[src/rtl/ext_regfile.sv]
// ext_regfile: DEPTH x WIDTH register file with RISC-V load-extend write path; define EXT_REGFILE_BYPASS_EN for write-to-read forwarding
module ext_regfile #(
    parameter int WIDTH    = 32,
    parameter int DEPTH    = 32,
    parameter int ADDR_W   = $clog2(DEPTH),
    parameter int ZERO_REG = 1
) (
    input  logic              clk,
    input  logic              rst,
    input  logic              we,
    input  logic [ADDR_W-1:0] waddr,
    input  logic [WIDTH-1:0]  wdata,
    input  logic [2:0]        wmode,
    input  logic [1:0]        wbyte_off,
    input  logic [ADDR_W-1:0] raddr1,
    output logic [WIDTH-1:0]  rdata1,
    input  logic [ADDR_W-1:0] raddr2,
    output logic [WIDTH-1:0]  rdata2
);
    logic [WIDTH-1:0] mem_q [DEPTH];
    logic [WIDTH-1:0] mem_d [DEPTH];
    logic [WIDTH-1:0] ext;
    logic [7:0]       b;
    logic [15:0]      h;
    logic             wok, rok1, rok2, fwd1, fwd2;
    // lane select and sign/zero extension of the write data; undefined modes fall through to LW
    always_comb begin
        b   = wdata[8*wbyte_off +: 8];
        h   = wdata[16*wbyte_off[1] +: 16];
        ext = wmode == 3'b000 ? {{(WIDTH-8){b[7]}}, b} :
              wmode == 3'b001 ? {{(WIDTH-16){h[15]}}, h} :
              wmode == 3'b100 ? {{(WIDTH-8){1'b0}}, b} :
              wmode == 3'b101 ? {{(WIDTH-16){1'b0}}, h} :
                                WIDTH'(wdata[31:0]);
    end
    // only the addressed, writable entry takes the extended value
    always_comb begin
        for (int i = 0; i < DEPTH; i++) mem_d[i] = (we && wok && int'(waddr) == i) ? ext : mem_q[i];
    end
    // storage with synchronous clear; reset wins over a coincident write
    always_ff @(posedge clk) begin
        if (rst) begin
            for (int i = 0; i < DEPTH; i++) mem_q[i] <= '0;
        end else begin
            mem_q <= mem_d;
        end
    end
    // out-of-range and hardwired-zero addresses are never written and read as 0
    always_comb begin
        wok  = int'(waddr) < DEPTH && !(ZERO_REG != 0 && waddr == '0);
        rok1 = int'(raddr1) < DEPTH && !(ZERO_REG != 0 && raddr1 == '0);
        rok2 = int'(raddr2) < DEPTH && !(ZERO_REG != 0 && raddr2 == '0);
`ifdef EXT_REGFILE_BYPASS_EN
        fwd1 = we && !rst && wok && raddr1 == waddr;
        fwd2 = we && !rst && wok && raddr2 == waddr;
`else
        fwd1 = 1'b0;
        fwd2 = 1'b0;
`endif
        rdata1 = fwd1 ? ext : rok1 ? mem_q[raddr1] : '0;
        rdata2 = fwd2 ? ext : rok2 ? mem_q[raddr2] : '0;
    end
endmodule
[config.mk]
export PLATFORM = sky130hd
export DESIGN_NAME = ext_regfile
export DESIGN_NICKNAME = d
export VERILOG_FILES = /design/src/rtl/ext_regfile.sv
export SDC_FILE = /design/constraint.sdc
export NUM_CORES = 2
export LEC_CHECK = 0
export ABC_AREA = 1
export CORE_AREA = 2 2 405 487
export CTS_BUF_LIST = sky130_fd_sc_hd__clkbuf_8
export CTS_CLUSTER_DIAMETER = 50
export CTS_CLUSTER_SIZE = 24
export DETAILED_ROUTE_END_ITERATION = 12
export DIE_AREA = 0 0 407 489
export PLACE_DENSITY = 0.52
export SLEW_MARGIN = 20
export SYNTH_ARGS = -nofsm -noshare
export SYNTH_HDL_FRONTEND = slang
export SYNTH_SLANG_ARGS = --single-unit
[constraint.sdc]
create_clock -name clk -period 3.1 [get_ports clk]
set_clock_uncertainty 0.1 [all_clocks]
set_input_delay 0.62 -clock clk [delete_from_list [all_inputs] [get_ports clk]]
set_output_delay 0.62 -clock clk [all_outputs]
set_load 0.005 [all_outputs]
==> metrics list <==
* Run status: completed
* Antenna violations before repair: 17
- Switching power as a share of total power: 31.24%
- Dividing the detail-routed wire length by the instance count gives 22.76 um.
- Final antenna-violating net count: 0
- Most area-consuming cells after synthesis: sky130_fd_sc_hd__dfxtp_1 (35%), sky130_fd_sc_hd__o21ai_0 (13%), sky130_fd_sc_hd__a21oi_1 (10%)
* Avg Inst Size Synth: 6.251 sq um
* Peak ir drop on the vdd network: 0.4951 mV
- The first global-routing pass estimated 395.8 mm of wire.
- For this configuration, the core starts out at a cell density of 29.71%.
- Total I/O pin count: 119
- The final layout contains 9391 nets.
- Register containing the most flip-flops in the final layout: mem_q
* Detailed Routing Iterations Pass 1: 7
- From left edge to right edge, the die measures 407 um.
- After detailed placement, the total cell area comes to 66540 sq um.
- Top fanout value on the critical path: 20
* Area added between synthesis and finish: 24.39%
* R2r setup slk: 2140 ps
- Setup repair after global routing could not meet its margin everywhere.
* Leakage power: 32.99 nW
- Post-synthesis cell count: 9263
- The detailed router finished its first iteration with 6912 violations.
- Clock network power share: 40.7%
* Switching power: 10.12 mW
* Max H-tree Level: 4
* Ratio of routed vias to standard cells: 5.363
- Die area: 199000 sq um
- Clock tree synthesis selected as its root buffer the cell sky130_fd_sc_hd__clkbuf_8.
* Post-synthesis register bit count: 1024
- Counting along the longest clock path gives a buffer depth of 3.
- For the pin with the worst max-slew slack, the measured transition is 1048 ps.
* Fraction of final layout cells with drive strength greater than 1: 16.23%
* Combinational fraction of design power: 17.9%
* Time the worst path needs with I/O delays and setup: 3085 ps
* CTS tree: yes
- Post-CTS clock slew at the launch and capture registers of the worst setup and hold paths: 70 ps
- Count of different cell masters after synthesis: 33
- Routability-driven placement finished with a final weighted congestion of 0.9112.
* Top Registers: mem_q: 1024 flops
- CTS saw 1024 sinks.
- The path class of the tightest hold or removal check is register to register.
- Number of max-cap violations: 0
- Die Ht: 489 um
- Number of flip-flops under the largest register name: 1024
- HPWL after detailed placement: 176.1 mm
- Across every metal layer, demand over resource in global routing totals 26.60%.
- STA puts the critical path data required time at 2380 ps.
- The worst setup path is of the input pin to output pin kind.
- For this block, the routed nets add up to 274.8 mm of wire.
- Final non-filler cell area: 72020 sq um
* Crit path arrival time: 2370 ps
- Post-synth design cell area: 57900 sq um
- Number of global-route vias before repair: 59375
- Relative slew slack: 30.11%
* Power density over the cells: 450.0 nW/um^2
- The final critical path takes up 99.52% of the cycle.
- Timing-limited maximum frequency: 324.1 MHz
- Sequential share of power: 41.4%
- Internal portion of total power: 22.29 mW
- The max-slew violation total from the final report came to 0.
- Entering global routing, the biggest net connects 182 pins.
* # DRC: 0
* Final hold slack: 332.4 ps
- Core area: 194900 sq um
- Across all layers, the routed design uses 64751 vias.
- The final number of hold-violating endpoints is 0.
* Source-to-sink clock delay at the later pin of the worst-skew pair: 940 ps
- Sum of overflow across all layers after global routing: 0
- Port Buf Inserts: 118
- Yosys printed 0 warnings.
* Final-report setup violation count: 0
- Share of the yosys chip area belonging to registers: 35.41%
- Type of destination of the critical path: output pin
- # rows: 178
- Counting the buffers created by CTS gives 142.
* Post-synth net total: 9318
- Category of the worst setup path launch point: input pin
- Share of the synthesized area in the top cell type: 35.41%
* Dominant cell type by area after synthesis: sky130_fd_sc_hd__dfxtp_1
- Number of fill cells: 20829
## cell usage in the layout, fill, tap and decap left out, types with 6 or more instances in the layout
cell	Yosys	layout
sky130_fd_sc_hd__clkdlybuf4s15_1	0	7
sky130_fd_sc_hd__inv_1	1291	1272
sky130_fd_sc_hd__nor2_1	555	383
sky130_fd_sc_hd__nand3_2	3	28
sky130_fd_sc_hd__diode_2	0	11
sky130_fd_sc_hd__clkinv_4	0	7
sky130_fd_sc_hd__nor2_4	6	82
sky130_fd_sc_hd__o211ai_1	120	120
sky130_fd_sc_hd__clkinv_2	0	20
sky130_fd_sc_hd__inv_2	28	53
sky130_fd_sc_hd__a21oi_1	1210	1158
sky130_fd_sc_hd__nand2_2	3	51
sky130_fd_sc_hd__dfxtp_2	0	139
sky130_fd_sc_hd__o21bai_1	241	241
sky130_fd_sc_hd__a21oi_2	0	52
sky130_fd_sc_hd__clkbuf_2	4	10
sky130_fd_sc_hd__o2111ai_1	6	6
sky130_fd_sc_hd__inv_6	0	10
sky130_fd_sc_hd__o21ai_1	120	263
sky130_fd_sc_hd__nor2_2	8	104
sky130_fd_sc_hd__bufinv_16	0	21
sky130_fd_sc_hd__clkdlybuf4s50_1	0	43
sky130_fd_sc_hd__o22ai_1	29	29
sky130_fd_sc_hd__o21a_1	11	11
sky130_fd_sc_hd__buf_12	0	211
sky130_fd_sc_hd__nand3_1	712	686
sky130_fd_sc_hd__or2_2	7	6
sky130_fd_sc_hd__o21ai_0	1546	1364
sky130_fd_sc_hd__dfxtp_1	1024	885
sky130_fd_sc_hd__o21ai_2	3	42
sky130_fd_sc_hd__buf_2	160	29
sky130_fd_sc_hd__clkbuf_16	0	8
sky130_fd_sc_hd__buf_6	3	37
sky130_fd_sc_hd__clkinvlp_4	0	15
sky130_fd_sc_hd__buf_16	0	15
sky130_fd_sc_hd__clkbuf_8	0	176
sky130_fd_sc_hd__a31oi_1	8	8
sky130_fd_sc_hd__nand2_1	1484	1435
sky130_fd_sc_hd__buf_4	5	391
## layout make-up
| type | instances | area, sq um | share of cell area, % |
|---|---|---|---|
| Multi-Input combinational cell | 6080 | 30460 | 42.29 |
| Clock buffer | 175 | 2409 | 3.344 |
| Tap cell | 2610 | 3266 | 4.534 |
| Inverter | 1324 | 5046 | 7.006 |
| Timing Repair Buffer | 763 | 9080 | 12.61 |
| Sequential cell | 1024 | 20670 | 28.70 |
| Timing Repair inverter | 1 | 11.26 | 0.01564 |
| Clock inverter | 85 | 1049 | 1.456 |
| Antenna cell | 11 | 27.53 | 0.03822 |
## metrics by stage
stage	power [mW]	worst slack [ps]	utilization [%]	cells	setup TNS [ps]
2_1_floorplan	16.26	459.1	-	9263	0
3_3_place_gp	19.03	-780.2	34.14	11773	-26190
3_5_place_dp	19.05	-721.8	34.14	11773	-25120
4_1_cts	32.29	-53.60	36.48	12043	-68.71
5_1_grt	33.44	-55.00	36.95	12065	-249.8
6_report	32.41	14.95	36.96	12073	0
## Yosys cell counts (all sizes together)
master and instances:
o21ai 1669, nand2 1487, inv 1320, a21oi 1211
dfxtp 1024, nand3 715, nor2 573, clkbuf 569
buf 266, o21bai 241, o211ai 120, o22ai 29
o21a 11, a31oi 8, or2 7, o2111ai 6
clkinv 4, nor3 3
## power by group through the flow
stage	registers [mW]	clock network, mW	logic [mW]
after floorplan	13.7	0	2.58
after global placement	13.7	0	5.33
after detailed placement	13.7	0	5.33
after CTS	13.4	13.4	5.52
after global routing	13.4	13.9	6.12
final	13.4	13.2	5.80
## worst max-delay path, cell delays in order
cell and delay, ps:
sky130_fd_sc_hd__buf_12 130, sky130_fd_sc_hd__buf_16 180, sky130_fd_sc_hd__buf_4 180, sky130_fd_sc_hd__clkbuf_16 190
sky130_fd_sc_hd__a21oi_1 140, sky130_fd_sc_hd__o21ai_1 80, sky130_fd_sc_hd__nand3_1 100, sky130_fd_sc_hd__nand3_2 130
sky130_fd_sc_hd__nand2_2 140, sky130_fd_sc_hd__nand2_2 70, sky130_fd_sc_hd__nor2_4 120, sky130_fd_sc_hd__clkdlybuf4s15_2 210
## per-layer routing
metal	wire [um]	vias to the layer above	GRT usage, %
met2	120100	3230	41.71
met5	43	-	0
met3	27260	635	4.990
met1	113900	30537	35.20
met4	13520	6	12.24
li1	-	30343	-
## cells by family (layout without fill, tap and decap cells)
kind of cell / Yosys count / in the layout / share of synthesized area, %
flops: 1024 / 1024 / 35.41
compound gates: 3295 / 3295 / 30.25
buf+inv: 2159 / 2348 / 14.45
simple gates: 2785 / 2785 / 19.90
other cells: 0 / 11 / 0
## path summary, 6_finish.rpt
| path | from | endpoint | cells past startpoint |
|---|---|---|---|
| hold / removal | mem_q[1020] | mem_q[1020] | 2 |
| setup / recovery | raddr1[0] | rdata1[17] | 12 |
| setup reg to reg | mem_q[671] | mem_q[671] | 5 |
| hold reg to reg | mem_q[1020] | mem_q[1020] | 2 |
## timing repair
item	CTS	global route
gates resized for setup	676	340
pin swaps	157	123
buffers inserted	9	14
endpoints found under the setup margin	64	61
hold endpoints to repair	16	0
hold buffers	1	0
cloned	5	9
Power figures use the tool's default switching activity.
